[src/rtl/sync_fifo_param_pkg.sv]
// rtl/sync_fifo_param_pkg.sv - shared types for the parametrised synchronous FIFO
// Purpose: read-mode enum shared by the FIFO top and its users.
// Ports: none (package).
package sync_fifo_param_pkg;

  // FIFO_STD: data_out is registered one cycle after an accepted read.
  // FIFO_FWFT: the head word is shown on data_out while the FIFO is not empty.
  typedef enum logic {
    FIFO_STD  = 1'b0,
    FIFO_FWFT = 1'b1
  } fifo_mode_e;

endpackage

[src/rtl/sync_fifo_param_if.sv]
// rtl/sync_fifo_param_if.sv - producer/consumer bundle of the synchronous FIFO
// Purpose: groups the write, read and status signals of one FIFO.
// Ports (signals): data_in, wr_en, rd_en towards the FIFO; data_out, data_valid,
//   wr_ack, overflow, underflow, full, empty, almost_full, almost_empty, count back.
//   master = producer/consumer side, slave = FIFO side.
interface sync_fifo_param_if #(
  parameter int DATA_W = 16,
  parameter int CNT_W  = 4
) ();
  logic [DATA_W-1:0] data_in;
  logic              wr_en;
  logic              rd_en;
  logic [DATA_W-1:0] data_out;
  logic              data_valid;
  logic              wr_ack;
  logic              overflow;
  logic              underflow;
  logic              full;
  logic              empty;
  logic              almost_full;
  logic              almost_empty;
  logic [CNT_W-1:0]  count;

  modport master (
    output data_in, wr_en, rd_en,
    input  data_out, data_valid, wr_ack, overflow, underflow,
           full, empty, almost_full, almost_empty, count
  );

  modport slave (
    input  data_in, wr_en, rd_en,
    output data_out, data_valid, wr_ack, overflow, underflow,
           full, empty, almost_full, almost_empty, count
  );
endinterface

[src/rtl/sync_fifo_param_mem.sv]
// rtl/sync_fifo_param_mem.sv - FIFO storage array, one write port, one async read port
// Purpose: DATA_W x DEPTH word storage without reset.
// Ports: clk (clock), i_we (write enable), i_waddr/i_wdata (write address/data),
//   i_raddr (read address), o_rdata (combinational read data).
module sync_fifo_param_mem #(
  parameter int DATA_W = 16,
  parameter int DEPTH  = 8,
  parameter int PTR_W  = 3
) (
  input  logic              clk,
  input  logic              i_we,
  input  logic [PTR_W-1:0]  i_waddr,
  input  logic [DATA_W-1:0] i_wdata,
  input  logic [PTR_W-1:0]  i_raddr,
  output logic [DATA_W-1:0] o_rdata
);

  logic [DATA_W-1:0] r_mem [DEPTH];

  always_ff @(posedge clk) begin
    if (i_we) begin
      r_mem[i_waddr] <= i_wdata;
    end
  end

  assign o_rdata = r_mem[i_raddr];

endmodule

[src/rtl/sync_fifo_param.sv]
// rtl/sync_fifo_param.sv - parametrised single-clock FIFO with status and FWFT option
// Purpose: pointer/count control, flag decode, handshake pulses and read output stage.
// Ports: clk (rising-edge clock), rst (async active-high reset),
//   bus (sync_fifo_param_if.slave: write/read requests in, data and status out).
module sync_fifo_param
  import sync_fifo_param_pkg::*;
#(
  parameter int         DATA_W    = 16,
  parameter int         DEPTH     = 8,
  parameter int         AFULL_TH  = DEPTH - 1,
  parameter int         AEMPTY_TH = 1,
  parameter fifo_mode_e MODE      = FIFO_STD
) (
  input logic              clk,
  input logic              rst,
  sync_fifo_param_if.slave bus
);

  localparam int PTR_W = $clog2(DEPTH);
  localparam int CNT_W = $clog2(DEPTH + 1);

  if (DEPTH < 2) begin : g_bad_depth
    $error("sync_fifo_param: DEPTH must be at least 2");
  end
  if (!((AEMPTY_TH >= 0) && (AEMPTY_TH < AFULL_TH) && (AFULL_TH <= DEPTH))) begin : g_bad_th
    $error("sync_fifo_param: thresholds need 0 <= AEMPTY_TH < AFULL_TH <= DEPTH");
  end

  logic [PTR_W-1:0]  r_wr_ptr;
  logic [PTR_W-1:0]  r_rd_ptr;
  logic [CNT_W-1:0]  r_count;
  logic              r_wr_ack;
  logic              r_overflow;
  logic              r_underflow;
  logic [DATA_W-1:0] r_dout;
  logic              r_dvalid;

  logic              w_full;
  logic              w_empty;
  logic              w_wr_acc;
  logic              w_rd_acc;
  logic [DATA_W-1:0] w_rd_data;

  assign w_full   = (r_count == CNT_W'(DEPTH));
  assign w_empty  = (r_count == '0);
  // Full blocks only the write and empty only the read, so a simultaneous
  // request at either boundary still moves the other side.
  assign w_wr_acc = bus.wr_en && !w_full;
  assign w_rd_acc = bus.rd_en && !w_empty;

  sync_fifo_param_mem #(
    .DATA_W (DATA_W),
    .DEPTH  (DEPTH),
    .PTR_W  (PTR_W)
  ) u_mem (
    .clk     (clk),
    .i_we    (w_wr_acc),
    .i_waddr (r_wr_ptr),
    .i_wdata (bus.data_in),
    .i_raddr (r_rd_ptr),
    .o_rdata (w_rd_data)
  );

  always_ff @(posedge clk or posedge rst) begin
    if (rst) begin
      r_wr_ptr    <= '0;
      r_rd_ptr    <= '0;
      r_count     <= '0;
      r_wr_ack    <= 1'b0;
      r_overflow  <= 1'b0;
      r_underflow <= 1'b0;
      r_dout      <= '0;
      r_dvalid    <= 1'b0;
    end else begin
      // Explicit wrap keeps non-power-of-two depths correct.
      if (w_wr_acc) begin
        r_wr_ptr <= (r_wr_ptr == PTR_W'(DEPTH - 1)) ? '0 : r_wr_ptr + PTR_W'(1);
      end
      if (w_rd_acc) begin
        r_rd_ptr <= (r_rd_ptr == PTR_W'(DEPTH - 1)) ? '0 : r_rd_ptr + PTR_W'(1);
        r_dout   <= w_rd_data;
      end
      case ({w_wr_acc, w_rd_acc})
        2'b10:   r_count <= r_count + CNT_W'(1);
        2'b01:   r_count <= r_count - CNT_W'(1);
        default: r_count <= r_count;
      endcase
      r_wr_ack    <= w_wr_acc;
      r_overflow  <= bus.wr_en && w_full;
      r_underflow <= bus.rd_en && w_empty;
      r_dvalid    <= w_rd_acc;
    end
  end

  assign bus.count        = r_count;
  assign bus.full         = w_full;
  assign bus.empty        = w_empty;
  assign bus.almost_full  = (r_count >= CNT_W'(AFULL_TH));
  assign bus.almost_empty = (r_count <= CNT_W'(AEMPTY_TH));
  assign bus.wr_ack       = r_wr_ack;
  assign bus.overflow     = r_overflow;
  assign bus.underflow    = r_underflow;
  // FWFT exposes the head word directly; STD uses the read register.
  assign bus.data_out     = (MODE == FIFO_FWFT) ? w_rd_data : r_dout;
  assign bus.data_valid   = (MODE == FIFO_FWFT) ? !w_empty : r_dvalid;

endmodule
[src/flat_wrapper.sv]
// flat-port wrapper written by rule: the top's interface ports become plain ports
module sync_fifo_param_flat import sync_fifo_param_pkg::*;
#(
  parameter int         DATA_W    = 16,
  parameter int         DEPTH     = 8,
  parameter int         AFULL_TH  = DEPTH - 1,
  parameter int         AEMPTY_TH = 1,
  parameter fifo_mode_e MODE      = FIFO_STD
)
  (clk, rst, bus_data_in, bus_wr_en, bus_rd_en, bus_data_out, bus_data_valid, bus_wr_ack, bus_overflow, bus_underflow, bus_full, bus_empty, bus_almost_full, bus_almost_empty, bus_count);
  sync_fifo_param_if #(.DATA_W(DATA_W)) bus_i ();
  input logic clk;
  input logic rst;
  input wire logic [$bits(bus_i.data_in)-1:0] bus_data_in;
  input wire logic [$bits(bus_i.wr_en)-1:0] bus_wr_en;
  input wire logic [$bits(bus_i.rd_en)-1:0] bus_rd_en;
  output wire logic [$bits(bus_i.data_out)-1:0] bus_data_out;
  output wire logic [$bits(bus_i.data_valid)-1:0] bus_data_valid;
  output wire logic [$bits(bus_i.wr_ack)-1:0] bus_wr_ack;
  output wire logic [$bits(bus_i.overflow)-1:0] bus_overflow;
  output wire logic [$bits(bus_i.underflow)-1:0] bus_underflow;
  output wire logic [$bits(bus_i.full)-1:0] bus_full;
  output wire logic [$bits(bus_i.empty)-1:0] bus_empty;
  output wire logic [$bits(bus_i.almost_full)-1:0] bus_almost_full;
  output wire logic [$bits(bus_i.almost_empty)-1:0] bus_almost_empty;
  output wire logic [$bits(bus_i.count)-1:0] bus_count;
  assign bus_i.data_in = bus_data_in;
  assign bus_i.wr_en = bus_wr_en;
  assign bus_i.rd_en = bus_rd_en;
  assign bus_data_out = bus_i.data_out;
  assign bus_data_valid = bus_i.data_valid;
  assign bus_wr_ack = bus_i.wr_ack;
  assign bus_overflow = bus_i.overflow;
  assign bus_underflow = bus_i.underflow;
  assign bus_full = bus_i.full;
  assign bus_empty = bus_i.empty;
  assign bus_almost_full = bus_i.almost_full;
  assign bus_almost_empty = bus_i.almost_empty;
  assign bus_count = bus_i.count;
  sync_fifo_param #(.DATA_W(DATA_W), .DEPTH(DEPTH), .AFULL_TH(AFULL_TH), .AEMPTY_TH(AEMPTY_TH), .MODE(MODE)) u_core (.clk(clk), .rst(rst), .bus(bus_i));
endmodule
[config.mk]
export PLATFORM = sky130hd
export DESIGN_NAME = sync_fifo_param_flat
export DESIGN_NICKNAME = d
export VERILOG_FILES = /design/src/rtl/sync_fifo_param_pkg.sv /design/src/rtl/sync_fifo_param_if.sv /design/src/rtl/sync_fifo_param_mem.sv /design/src/rtl/sync_fifo_param.sv /design/src/flat_wrapper.sv
export SDC_FILE = /design/constraint.sdc
export NUM_CORES = 1
export LEC_CHECK = 0
export CAP_MARGIN = 20
export CORE_UTILIZATION = 35
export DETAILED_ROUTE_END_ITERATION = 10
export PLACE_DENSITY = 0.58
export SYNTH_ARGS = -nofsm -noshare
export SYNTH_HDL_FRONTEND = slang
export SYNTH_SLANG_ARGS = --single-unit
[constraint.sdc]
create_clock -name clk -period 8.6 [get_ports clk]
set_input_delay 1.72 -clock clk [delete_from_list [all_inputs] [get_ports clk]]
set_output_delay 1.72 -clock clk [all_outputs]
set_load 0.005 [all_outputs]
==> flow_metrics.env <==
export IMPL_outcome="finished, final reports clean"
export IMPL_rsz0062_at_grt="no"
export IMPL_ir_drop_uv=270.4
export IMPL_hold_violations=0
export IMPL_slew_headroom_pct=31.64
export IMPL_synth_top_area_share_pct=60.65
export IMPL_setup_viol=0
export IMPL_cts_setup_buffers=0
export IMPL_clockRootBuffer="clkbuf_16"
export IMPL_multi_input_comb_area_um2=1638
export IMPL_hp_class="reg -> reg"
export IMPL_clkTransAtPathRegs_ps=60
export IMPL_maxCapViolations=0
export IMPL_ys_top_cells_by_area="edfxtp_1 (61%), dfrtp_1 (12%), mux2i_1 (5.2%)"
export IMPL_wire_per_inst_um=19.95
export IMPL_worstMarginPinSlew_ps=1025
export IMPL_seqCellArea_um2=4596
export IMPL_crit_type="reg -> out"
export IMPL_grt_max_degree=68
export IMPL_vias_per_cell=5.154
export IMPL_totalWireLength_mm=13.25
export IMPL_cp_data_required_time_ps=6880
export IMPL_cts_resized=0
export IMPL_std_cell_rows=48
export IMPL_p_comb_share_pct=30.6
export IMPL_synth_largest_area_cell="edfxtp_1"
export IMPL_p_leak_nw=2.738
export IMPL_place_area_um2=7102
export IMPL_vias=3422
export IMPL_synth_seq_area_share_pct=72.50
export IMPL_skew_ps=14.14
export IMPL_p_int_mw=1.827
export IMPL_critPathBufInv=2
export IMPL_fin_nets=454
export IMPL_dpl_hpwl_mm=7.137
export IMPL_end_kind="primary output"
export IMPL_seq_power_share_pct=40.8
export IMPL_p_sw_share_pct=30.91
export IMPL_drc=0
export IMPL_slew_violations=0
export IMPL_cts_htree_levels=4
export IMPL_synth_edff_count=128
export IMPL_io_pins=48
export IMPL_final_antenna_net_count=0
export IMPL_power_total_mw=2.645
export IMPL_gp_congestion=0.7101
export IMPL_postSynthAreaPerCell_um2=17.32
export IMPL_critPathLaunchType="register"
export IMPL_clkLatencyLatePin_ps=430
export IMPL_final_area_um2=7706
export IMPL_ys_flop_type="edfxtp_1"
export IMPL_cp_slowest_cell="clkdlybuf4s50_1"
export IMPL_crit_chain="inv_1 > ha_1 > nor3b_2 > clkdlybuf4s50_1"
export IMPL_antenna_found_initial=0
export IMPL_grt_pass1_wl_mm=19.71
export IMPL_period_share_pct=42.37
export IMPL_clkSinkCount=158
export IMPL_p_clk_share_pct=28.6
export IMPL_clock_path_buffers=2
export IMPL_core_um2=17480
export IMPL_setup_tns_final_ps=0
export IMPL_diodes=0
export IMPL_drt_iter0_markers=271
export IMPL_power_density_nw_per_um2=343.2
export IMPL_synth_seq_cells=158
export IMPL_synth_distinct_cells=33
export IMPL_grt_overflow=0
export IMPL_arrival_ps=1920
export IMPL_die_area_um2=18650
export IMPL_critPathMaxStageDelay_ps=520
export IMPL_power_switching_mw=0.8175
export IMPL_port_buffers=47
export IMPL_final_layout_size_suffix_gt1_share_pct=21.64
export IMPL_fillers=1528
export IMPL_max_freq_ghz=0.2744
export IMPL_start_util_pct=36.26
export IMPL_cts_hold_fix_buffers=0
export IMPL_die_w_um=136.6
export IMPL_synth_area_um2=6337
export IMPL_synthCells=366
export IMPL_async_flop_share_pct=18.99
export IMPL_synthToLayoutAreaGrowth_pct=21.60
export IMPL_yosysWarningCount=0
export IMPL_grt_pass1_vias=3473
export IMPL_tritoncts_num_buffers=17
export IMPL_cp_top_family="buffers and inverters"
export IMPL_period_minus_slack_ps=3644
export IMPL_path_max_fanout=6
export IMPL_synth_fp_nets=394
export IMPL_die_y_um=136.6
export IMPL_grtUsageTotal_pct=15.23
export IMPL_first_pass_iters=4
export IMPL_cts_tree="yes"
-- worst reg2reg max path, cell delays in order (launching register included) --
cell and delay (ps):
dfrtp_1 460, inv_1 70, ha_1 250, nor3b_2 180, buf_4 220, nand2b_1 170, buf_4 250, inv_2 120
ha_1 230, or4b_1 450, a21oi_1 180, xor2_1 150
-- worst paths after layout --
kind / cells past startpoint / slack, ps / to / startpoint
hold reg to reg: 2 / 530 / u_core.bus.data_out[6] / u_core.bus.data_out[6]
setup reg to reg: 11 / 5790 / u_core.bus.count[3] / u_core.bus.count[0]
min in group asynchronous: 3 / 1700 / u_core.bus.data_out[9] / rst
max in group asynchronous: 3 / 6550 / u_core.r_rd_ptr[0] / rst
hold / removal: 2 / 530 / u_core.bus.data_out[6] / u_core.bus.data_out[6]
setup / recovery: 4 / 4960 / bus_empty / u_core.bus.count[1]
-- cells in the final DEF (no fill, tap or decap), drive strengths merged, types with 8 or more instances in the layout --
cell type,count
edfxtp,128
clkdlybuf4s50,47
mux2,37
mux2i,33
dfrtp,30
o21ai,19
clkbuf,19
o22ai,16
a22o,16
o31ai,16
inv,13
buf,12
ha,8
nor2,8
-- synth_stat cells, types with 8 or more instances --
cell	number
a22o_1	16
buf_2	8
dfrtp_1	30
edfxtp_1	128
ha_1	8
mux2_1	13
mux2_2	24
mux2i_1	33
nor2_1	8
o21ai_0	18
o22ai_1	16
o31ai_2	16
-- sequential cells by signal (all words and copies together) (netlist names) --
name                   count
u_core.u_mem.r_mem       128
u_core.bus.data_out       16
u_core.bus.count           4
u_core.r_rd_ptr            3
u_core.r_wr_ptr            3
u_core.bus.data_valid      1
u_core.bus.overflow        1
u_core.bus.underflow       1
u_core.bus.wr_ack          1
-- routing by layer --
metal | wire length, um | track usage (%) | vias up | share of wire [%]
met4 | 200 | 5.864 | 0 | 1.5
li1 | - | - | 1551 | -
met5 | 0 | 0 | - | 0
met3 | 632 | 4.519 | 19 | 4.8
met1 | 5795 | 18.71 | 1766 | 44
met2 | 6618 | 25.21 | 86 | 50
-- cell families (layout without fill, tap and decap cells) --
group / Yosys count / count (layout) / share of synthesized area (%)
xor+xnor: 4 / 4 / 0.5529
simple gates: 32 / 32 / 2.705
flops: 158 / 158 / 72.50
compound gates: 69 / 69 / 8.647
mux: 70 / 70 / 11.79
fa+ha+maj: 8 / 8 / 1.580
buf+inv: 25 / 98 / 2.231
-- power by group through the flow --
stage,registers [mW],logic [mW],clock network [mW]
after global routing,1.09,0.877,0.804
after floorplan,1.07,0.532,0
after CTS,1.08,0.824,0.772
final,1.08,0.808,0.758
after global placement,1.09,0.803,0
after detailed placement,1.10,0.818,0
-- final cells by class --
class	instances	area share (%)
Clock buffer	19	5.878
Clock inverter	13	1.965
Sequential cell	158	59.64
Timing Repair Buffer	59	7.274
Multi-Input combinational cell	183	21.25
Tap cell	225	3.653
Inverter	7	0.3410
-- through the flow --
| stage | hold slack (ps) | instances | utilization (%) | setup slack [ps] |
|---|---|---|---|---|
| after CTS | 539.3 | 664 | 44.09 | 4936 |
| after detailed placement | 525.4 | 632 | 40.64 | 4856 |
| after floorplan | 520.1 | 366 | - | 4686 |
| after global routing | 557.8 | 664 | 44.09 | 4815 |
| after global placement | 527.6 | 632 | 40.64 | 4893 |
| final | 534.9 | 664 | 44.09 | 4956 |
Power figures use the tool's default switching activity.
